$ cat src/rtl/snake_step_engine.sv
// snake_step_engine: N-player snake game core. Each tick moves every live snake, then a per-segment scan finds collisions and food.
// Optional build macro WRAP_EN: heads wrap at the grid edges instead of dying at walls.
module snake_step_engine #(
  parameter int NUM_SNAKES = 2,
  parameter int NUM_FOOD   = 2,
  parameter int MAX_LEN    = 31,
  parameter int NUM_LEN    = 10,
  parameter int LEN_BITS   = 5,
  parameter int WIDTH      = 32,
  parameter int HEIGHT     = 24
) (
  input  logic                                  clk,
  input  logic                                  rst,
  input  logic                                  tick,
  input  logic                                  pause,
  input  logic [NUM_SNAKES-1:0]                 dir_valid,
  input  logic [2*NUM_SNAKES-1:0]               dir_in,
  output logic [NUM_SNAKES*MAX_LEN*NUM_LEN-1:0] snakes,
  output logic [NUM_SNAKES*LEN_BITS-1:0]        lens,
  output logic [NUM_FOOD*NUM_LEN-1:0]           foods,
  output logic [NUM_SNAKES-1:0]                 alive,
  output logic                                  busy,
  output logic                                  step_done,
  output logic                                  game_over
);
  localparam int CW  = NUM_LEN / 2;
  localparam int CW1 = CW + 1;
  localparam int KW  = $clog2(MAX_LEN + 1);
  localparam logic [NUM_LEN-1:0]  EMPTY     = '1;
  localparam logic [CW:0]         GRID_W    = CW1'(WIDTH);
  localparam logic [CW:0]         GRID_H    = CW1'(HEIGHT);
  localparam logic [CW:0]         ONE       = CW1'(1);
  localparam logic [LEN_BITS-1:0] LEN_ONE   = LEN_BITS'(1);
  localparam logic [LEN_BITS-1:0] LEN_MAX   = LEN_BITS'(MAX_LEN);
  localparam logic [KW-1:0]       K_LAST    = KW'(MAX_LEN - 1);
  localparam logic [1:0] D_UP = 2'b00, D_DOWN = 2'b01, D_LEFT = 2'b10, D_RIGHT = 2'b11;

  typedef enum logic [2:0] {S_IDLE, S_MOVE, S_CHECK, S_FEED, S_DONE} state_t;

  state_t              state;
  logic [NUM_LEN-1:0]  seg       [NUM_SNAKES][MAX_LEN];
  logic [NUM_LEN-1:0]  tail_save [NUM_SNAKES];
  logic [NUM_LEN-1:0]  food      [NUM_FOOD];
  logic [LEN_BITS-1:0] len       [NUM_SNAKES];
  logic [1:0]          dir       [NUM_SNAKES];
  logic [15:0]         lfsr;
  logic [KW-1:0]       k;
  logic [NUM_SNAKES-1:0] hit, hit_now, off_grid, eat_snake;
  logic [NUM_FOOD-1:0]   pending, eat_food, sel_mask;
  logic                  feed_first, cand_ok;
  logic [NUM_LEN-1:0]    cand;
  logic [NUM_LEN-1:0]    new_head [NUM_SNAKES];
  logic [CW:0]           hx [NUM_SNAKES], hy [NUM_SNAKES], nx [NUM_SNAKES], ny [NUM_SNAKES];

  // Coordinates carry one spare bit so that +1 past the edge and -1 below zero both land >= the grid size.
  // NOTE: every signal written in an always_comb gets a default first, so no path can leave it holding a value (no latch).
  always_comb begin
    for (int i = 0; i < NUM_SNAKES; i++) begin
      hx[i] = {1'b0, seg[i][0][CW-1:0]};
      hy[i] = {1'b0, seg[i][0][NUM_LEN-1:CW]};
      nx[i] = hx[i];
      ny[i] = hy[i];
      case (dir[i])
        D_UP:    ny[i] = hy[i] - ONE;
        D_DOWN:  ny[i] = hy[i] + ONE;
        D_LEFT:  nx[i] = hx[i] - ONE;
        default: nx[i] = hx[i] + ONE;
      endcase
`ifdef WRAP_EN
      if (nx[i] >= GRID_W) nx[i] = (dir[i] == D_LEFT) ? GRID_W - ONE : '0;
      if (ny[i] >= GRID_H) ny[i] = (dir[i] == D_UP)   ? GRID_H - ONE : '0;
      off_grid[i] = 1'b0;
`else
      off_grid[i] = (nx[i] >= GRID_W) || (ny[i] >= GRID_H);
`endif
      new_head[i] = {ny[i][CW-1:0], nx[i][CW-1:0]};
    end
  end

  always_comb begin
    hit_now = '0;
    for (int i = 0; i < NUM_SNAKES; i++)
      for (int s = 0; s < NUM_SNAKES; s++)
        if (alive[i] && !(s == i && k == '0) && seg[s][k] != EMPTY && seg[s][k] == seg[i][0])
          hit_now[i] = 1'b1;
  end

  always_comb begin
    eat_snake = '0;
    eat_food  = '0;
    for (int i = 0; i < NUM_SNAKES; i++)
      for (int j = 0; j < NUM_FOOD; j++)
        if (alive[i] && seg[i][0] == food[j]) begin
          eat_snake[i] = 1'b1;
          eat_food[j]  = 1'b1;
        end
  end

  assign sel_mask = pending & (~pending + NUM_FOOD'(1));

  always_comb begin
    cand    = lfsr[NUM_LEN-1:0];
    cand_ok = ({1'b0, cand[CW-1:0]} < GRID_W) && ({1'b0, cand[NUM_LEN-1:CW]} < GRID_H);
    for (int i = 0; i < NUM_SNAKES; i++)
      if (cand == seg[i][0]) cand_ok = 1'b0;
    for (int j = 0; j < NUM_FOOD; j++)
      if (!sel_mask[j] && cand == food[j]) cand_ok = 1'b0;
  end

  // NOTE: all state here uses non-blocking assignments, so every read sees the pre-edge value regardless of statement order.
  always_ff @(posedge clk) begin
    if (rst) begin
      state      <= S_IDLE;
      busy       <= 1'b0;
      step_done  <= 1'b0;
      lfsr       <= 16'hACE1;
      k          <= '0;
      hit        <= '0;
      pending    <= '0;
      feed_first <= 1'b0;
      alive      <= '1;
      // NOTE: the whole segment store is reset because the renderer draws it directly and all-ones marks an empty slot.
      for (int i = 0; i < NUM_SNAKES; i++) begin
        for (int kk = 2; kk < MAX_LEN; kk++) seg[i][kk] <= EMPTY;
        seg[i][0]    <= {CW'(2 + 3 * i), CW'(3)};
        seg[i][1]    <= {CW'(2 + 3 * i), CW'(2)};
        tail_save[i] <= EMPTY;
        len[i]       <= LEN_BITS'(2);
        dir[i]       <= D_RIGHT;
      end
      for (int j = 0; j < NUM_FOOD; j++) food[j] <= {CW'(3 + 3 * j), CW'(WIDTH - 4)};
    end else begin
      lfsr      <= {lfsr[14:0], lfsr[15] ^ lfsr[13] ^ lfsr[12] ^ lfsr[10]};
      step_done <= 1'b0;
      for (int i = 0; i < NUM_SNAKES; i++)
        if (dir_valid[i] && dir_in[2*i +: 2] != (dir[i] ^ 2'b01)) dir[i] <= dir_in[2*i +: 2];

      case (state)
        S_IDLE: if (tick && !pause) begin
          state <= S_MOVE;
          busy  <= 1'b1;
        end
        S_MOVE: begin
          for (int i = 0; i < NUM_SNAKES; i++)
            if (alive[i]) begin
              if (off_grid[i]) alive[i] <= 1'b0;
              else begin
                tail_save[i] <= seg[i][len[i] - LEN_ONE];
                seg[i][0]    <= new_head[i];
                for (int kk = 1; kk < MAX_LEN; kk++)
                  seg[i][kk] <= (LEN_BITS'(kk) < len[i]) ? seg[i][kk-1] : EMPTY;
              end
            end
          k     <= '0;
          hit   <= '0;
          state <= S_CHECK;
        end
        S_CHECK: begin
          hit <= hit | hit_now;
          if (k == K_LAST) begin
            alive      <= alive & ~(hit | hit_now);
            feed_first <= 1'b1;
            state      <= S_FEED;
          end else k <= k + KW'(1);
        end
        S_FEED: begin
          feed_first <= 1'b0;
          if (feed_first) begin
            for (int i = 0; i < NUM_SNAKES; i++)
              if (eat_snake[i] && len[i] < LEN_MAX) begin
                seg[i][len[i]] <= tail_save[i];
                len[i]         <= len[i] + LEN_ONE;
              end
            pending <= eat_food;
            if (eat_food == '0) begin
              state     <= S_DONE;
              step_done <= 1'b1;
            end
          end else if (cand_ok) begin
            // Replace the lowest pending food; retry next cycle with a fresh LFSR value otherwise.
            for (int j = 0; j < NUM_FOOD; j++)
              if (sel_mask[j]) food[j] <= cand;
            pending <= pending & ~sel_mask;
            if ((pending & ~sel_mask) == '0) begin
              state     <= S_DONE;
              step_done <= 1'b1;
            end
          end
        end
        S_DONE: begin
          state <= S_IDLE;
          busy  <= 1'b0;
        end
        default: state <= S_IDLE;
      endcase
    end
  end

  for (genvar i = 0; i < NUM_SNAKES; i++) begin : g_snake_out
    for (genvar kk = 0; kk < MAX_LEN; kk++) begin : g_seg_out
      assign snakes[(i*MAX_LEN+kk)*NUM_LEN +: NUM_LEN] = seg[i][kk];
    end
    assign lens[i*LEN_BITS +: LEN_BITS] = len[i];
  end
  for (genvar j = 0; j < NUM_FOOD; j++) begin : g_food_out
    assign foods[j*NUM_LEN +: NUM_LEN] = food[j];
  end

  assign game_over = ~|alive;
endmodule

$ cat config.mk
export PLATFORM = sky130hd
export DESIGN_NAME = snake_step_engine
export DESIGN_NICKNAME = d
export VERILOG_FILES = /design/src/rtl/snake_step_engine.sv
export SDC_FILE = /design/constraint.sdc
export NUM_CORES = 2
export LEC_CHECK = 0
export ABC_CLOCK_PERIOD_IN_PS = 11600
export CAP_MARGIN = 10
export CORE_ASPECT_RATIO = 1.25
export CORE_UTILIZATION = 43
export CTS_BUF_LIST = sky130_fd_sc_hd__clkbuf_8
export DETAILED_ROUTE_END_ITERATION = 10
export PLACE_DENSITY_LB_ADDON = 0.12
export SLEW_MARGIN = 10
export SYNTH_ARGS = -nofsm -noshare
export SYNTH_HDL_FRONTEND = slang
export SYNTH_SLANG_ARGS = --single-unit
$ cat constraint.sdc
create_clock -name clk -period 11.6 [get_ports clk]
set_input_delay 1.16 -clock clk [delete_from_list [all_inputs] [get_ports clk]]
set_output_delay 1.16 -clock clk [all_outputs]
set_load 0.01 [all_outputs]
==> flow_summary.toml <==
[floorplan]
fp.dieH_um = 354.7
core_sq_um = 98780
io_pins = 665
rows = 129
dieWidth_um = 284.2
die-area_sq_um = 100800
initial_utilization_pct = 43.32

[clock_network]
numCtsBuffers = 118
clockBufferDepth = 3
cts_tree = "built"
postCtsSetupRepairBufs = 0
clock-sinks = 707
cts_root_buffer = "clkbuf_8"
path_clk_slew_ns = 0.06
cts-htree-levels = 3
worst_skew_pair.late_latency_ns = 0.83
cts.hold.buffers_added = 0
cts_resized = 0

[power]
clkPwrFrac_pct = 40.2
ir_worst_vdd_mv = 0.07841
p_switching_uw = 1444
power.density_nw_per_um2 = 105.0
switching_share_pct = 26.22
seq_power_share_pct = 52.0
power_uw = 5507
power.internal_uw = 4063
p_comb_share_pct = 7.8
leakage_uw = 0.01421

[timing]
tns_ns = 0
setup_viol = 0
hold_viol = 0
worstMarginPinSlew_ns = 1.306
drv_slew = 0
fmax_mhz = 191.4
fin_skew_ns = 0.05759
rsz0062_at_grt = "false"
fin_crit_ns = 5.224
finalHoldWorstSlack_ns = 0.4145
period_share_pct = 45.04
slew_headroom_pct = 12.63

[global_routing]
grt_pass1_wl_mm = 291.8
grt_max_degree = 91
grt_usage_pct = 41.17
antenna_found_initial = 7
grt-ovfl-total = 0
grt_pass1_vias = 35760

[placed_design]
dpl-instance-area_sq_um = 50160
dpl.cell_count = 4995
port-buffer-count = 664
routabilityCongestion = 1.043
dp_hpwl_mm = 155.7

[logic_synthesis]
synth_area_per_cell_sq_um = 13.06
syn_area_sq_um = 42790
yosysTopAreaCell = "edfxtp_1"
synth_seq_area_share_pct = 48.84
synth_edf_count = 674
synthArstFlopShare_pct = 0
synth_cells = 3277
ys_top_cells_by_count = "674 x edfxtp_1, 574 x o22a_1, 268 x nand2_1, 252 x mux4_2, 234 x clkbuf_1"
synthesis.nets = 3312
ys_ff_latch = 707
yosys_warnings = 0
netlist-cell-type-count = 95
synth.most_common_cell = "edfxtp_1"
ys_dominant_reg_cell = "edfxtp_1"
synth_top_area_share_pct = 47.30
synth_area_leaders = "edfxtp_1 47%, mux4_2 13%, o22a_1 12%, mux2i_1 3.4%, nand2_1 2.4%"

[route]
num_vias = 37342
drt_wl_total_mm = 212.5
drt_iter0_drc = 5107
wl_per_cell_um = 40.70
drtPass1Iterations = 6
drc = 0
viasPerCell = 7.154
ant_nets = 0

[flow_run]
maxCapViolations = 0

[setup_path]
crit_type = "reg2reg"
cpPeakStageDelay_ns = 0.94
path_max_fanout = 58
start_kind = "flop"
crit_path_cell_trace = "buf_4, inv_1, nand2_1, o22ai_1, nor4_1, xnor2_1, nand4_1, or4_1, o22a_1, a41o_1"
endpoint_kind = "flop"
worstPathArrival_ns = 5.91
critPathRequiredTime_ns = 12.29
cp_slowest_cell = "nor4_1"

[layout]
final_layout_size_suffix_gt1_share_pct = 14.90
stdcell_count = 5220
nets = 3842
syn_to_final_growth_pct = 22.54
finalInstanceArea_sq_um = 52440

[min_path]
hold_class = "reg2reg"

[outcome]
outcome = "finished, final reports clean"
power groups by stage:
stage                     Combinational [uW]  Sequential, uW  Clock (uW)
after floorplan                          285            2890           0
after global placement                   415            2920           0
after detailed placement                 420            2920           0
after CTS                                421            2860        2210
after global routing                     450            2860        2320
final                                    430            2860        2210
state kept, by name, indices dropped and copies added, names as in the netlist:
| signal | count |
|---|---|
| state | 3 |
| feed_first | 1 |
| busy | 1 |
| lfsr | 16 |
| hit | 2 |
| step_done | 1 |
| tail_save | 20 |
| pending | 2 |
| k | 5 |
| len | 10 |
| alive | 2 |
| dir | 4 |
| food | 20 |
| seg | 620 |
final timing paths:
path,end,cells past startpoint,startpoint,slack [ns]
worst max-delay path,alive[0]$_SDFFE_PP1P_,10,k[2]$_SDFFE_PP0P_,6.38
worst min-delay path,lfsr[15]$_SDFF_PP1_,1,lfsr[14]$_SDFF_PP0_,0.41
worst max register to register,alive[0]$_SDFFE_PP1P_,10,k[2]$_SDFFE_PP0P_,6.38
worst min register to register,lfsr[15]$_SDFF_PP1_,1,lfsr[14]$_SDFF_PP0_,0.41
metrics by stage:
stage / util, % / setup WS, ns
floorplan: - / 7.915
global placement: 50.78 / 6.357
finish: 53.08 / 6.376
global route: 53.08 / 6.243
detailed placement: 50.78 / 6.347
CTS: 53.06 / 6.326
per-layer routing:
layer	global-route usage [%]	share of wire [%]	routed length [um]
met1	47.45	32	68900
met2	67.36	47	100700
met3	9.447	11	24020
met4	30.04	8.9	18810
met5	0	0.026	56
kinds of logic after synthesis:
logic type | after synthesis | synth area share [%]
mux | 430 | 17.84
flops | 707 | 48.84
buf+inv | 362 | 3.994
simple gates | 662 | 7.529
compound gates | 935 | 17.83
xor+xnor | 156 | 3.193
fa+ha+maj | 25 | 0.7661
critical path: cells and delay by family, from the launching register on:
family                    cells  cell delay (ns)
AOI/OAI and AO/OA             3             0.63
xor gates and xnor gates      1             0.20
buffers and inverters         2             1.43
and+or+nand+nor               4             1.91
DFF                           1             0.84
cells in the final DEF, fill, tap and decap left out, types with 20 or more instances in the layout:
cell,n
a21oi_1,49
a22oi_1,29
and2_1,23
buf_4,81
clkbuf_8,120
clkdlybuf4s50_1,663
clkinv_1,31
dfxtp_1,29
edfxtp_1,674
ha_1,21
inv_1,61
mux2_2,20
mux2i_1,147
mux4_2,252
nand2_1,268
nand2b_1,27
nand3_1,46
nand4_1,28
nor2_1,102
nor2b_1,27
nor3_1,33
o21ai_0,83
o22a_1,574
o22ai_1,23
xnor2_1,109
xor2_1,44
layout make-up:
cell class                      count  area [sq um]
Fill cell                        8633         46340
Sequential cell                   707         20910
Multi-Input combinational cell   2208         20250
Timing Repair Buffer              748          7286
Clock buffer                      120          1652
Tap cell                         1310          1639
Clock inverter                    100         601.8
Inverter                           24         90.09
Antenna cell                        3         7.507
No activity file was read; power rests on OpenSTA's default activity.
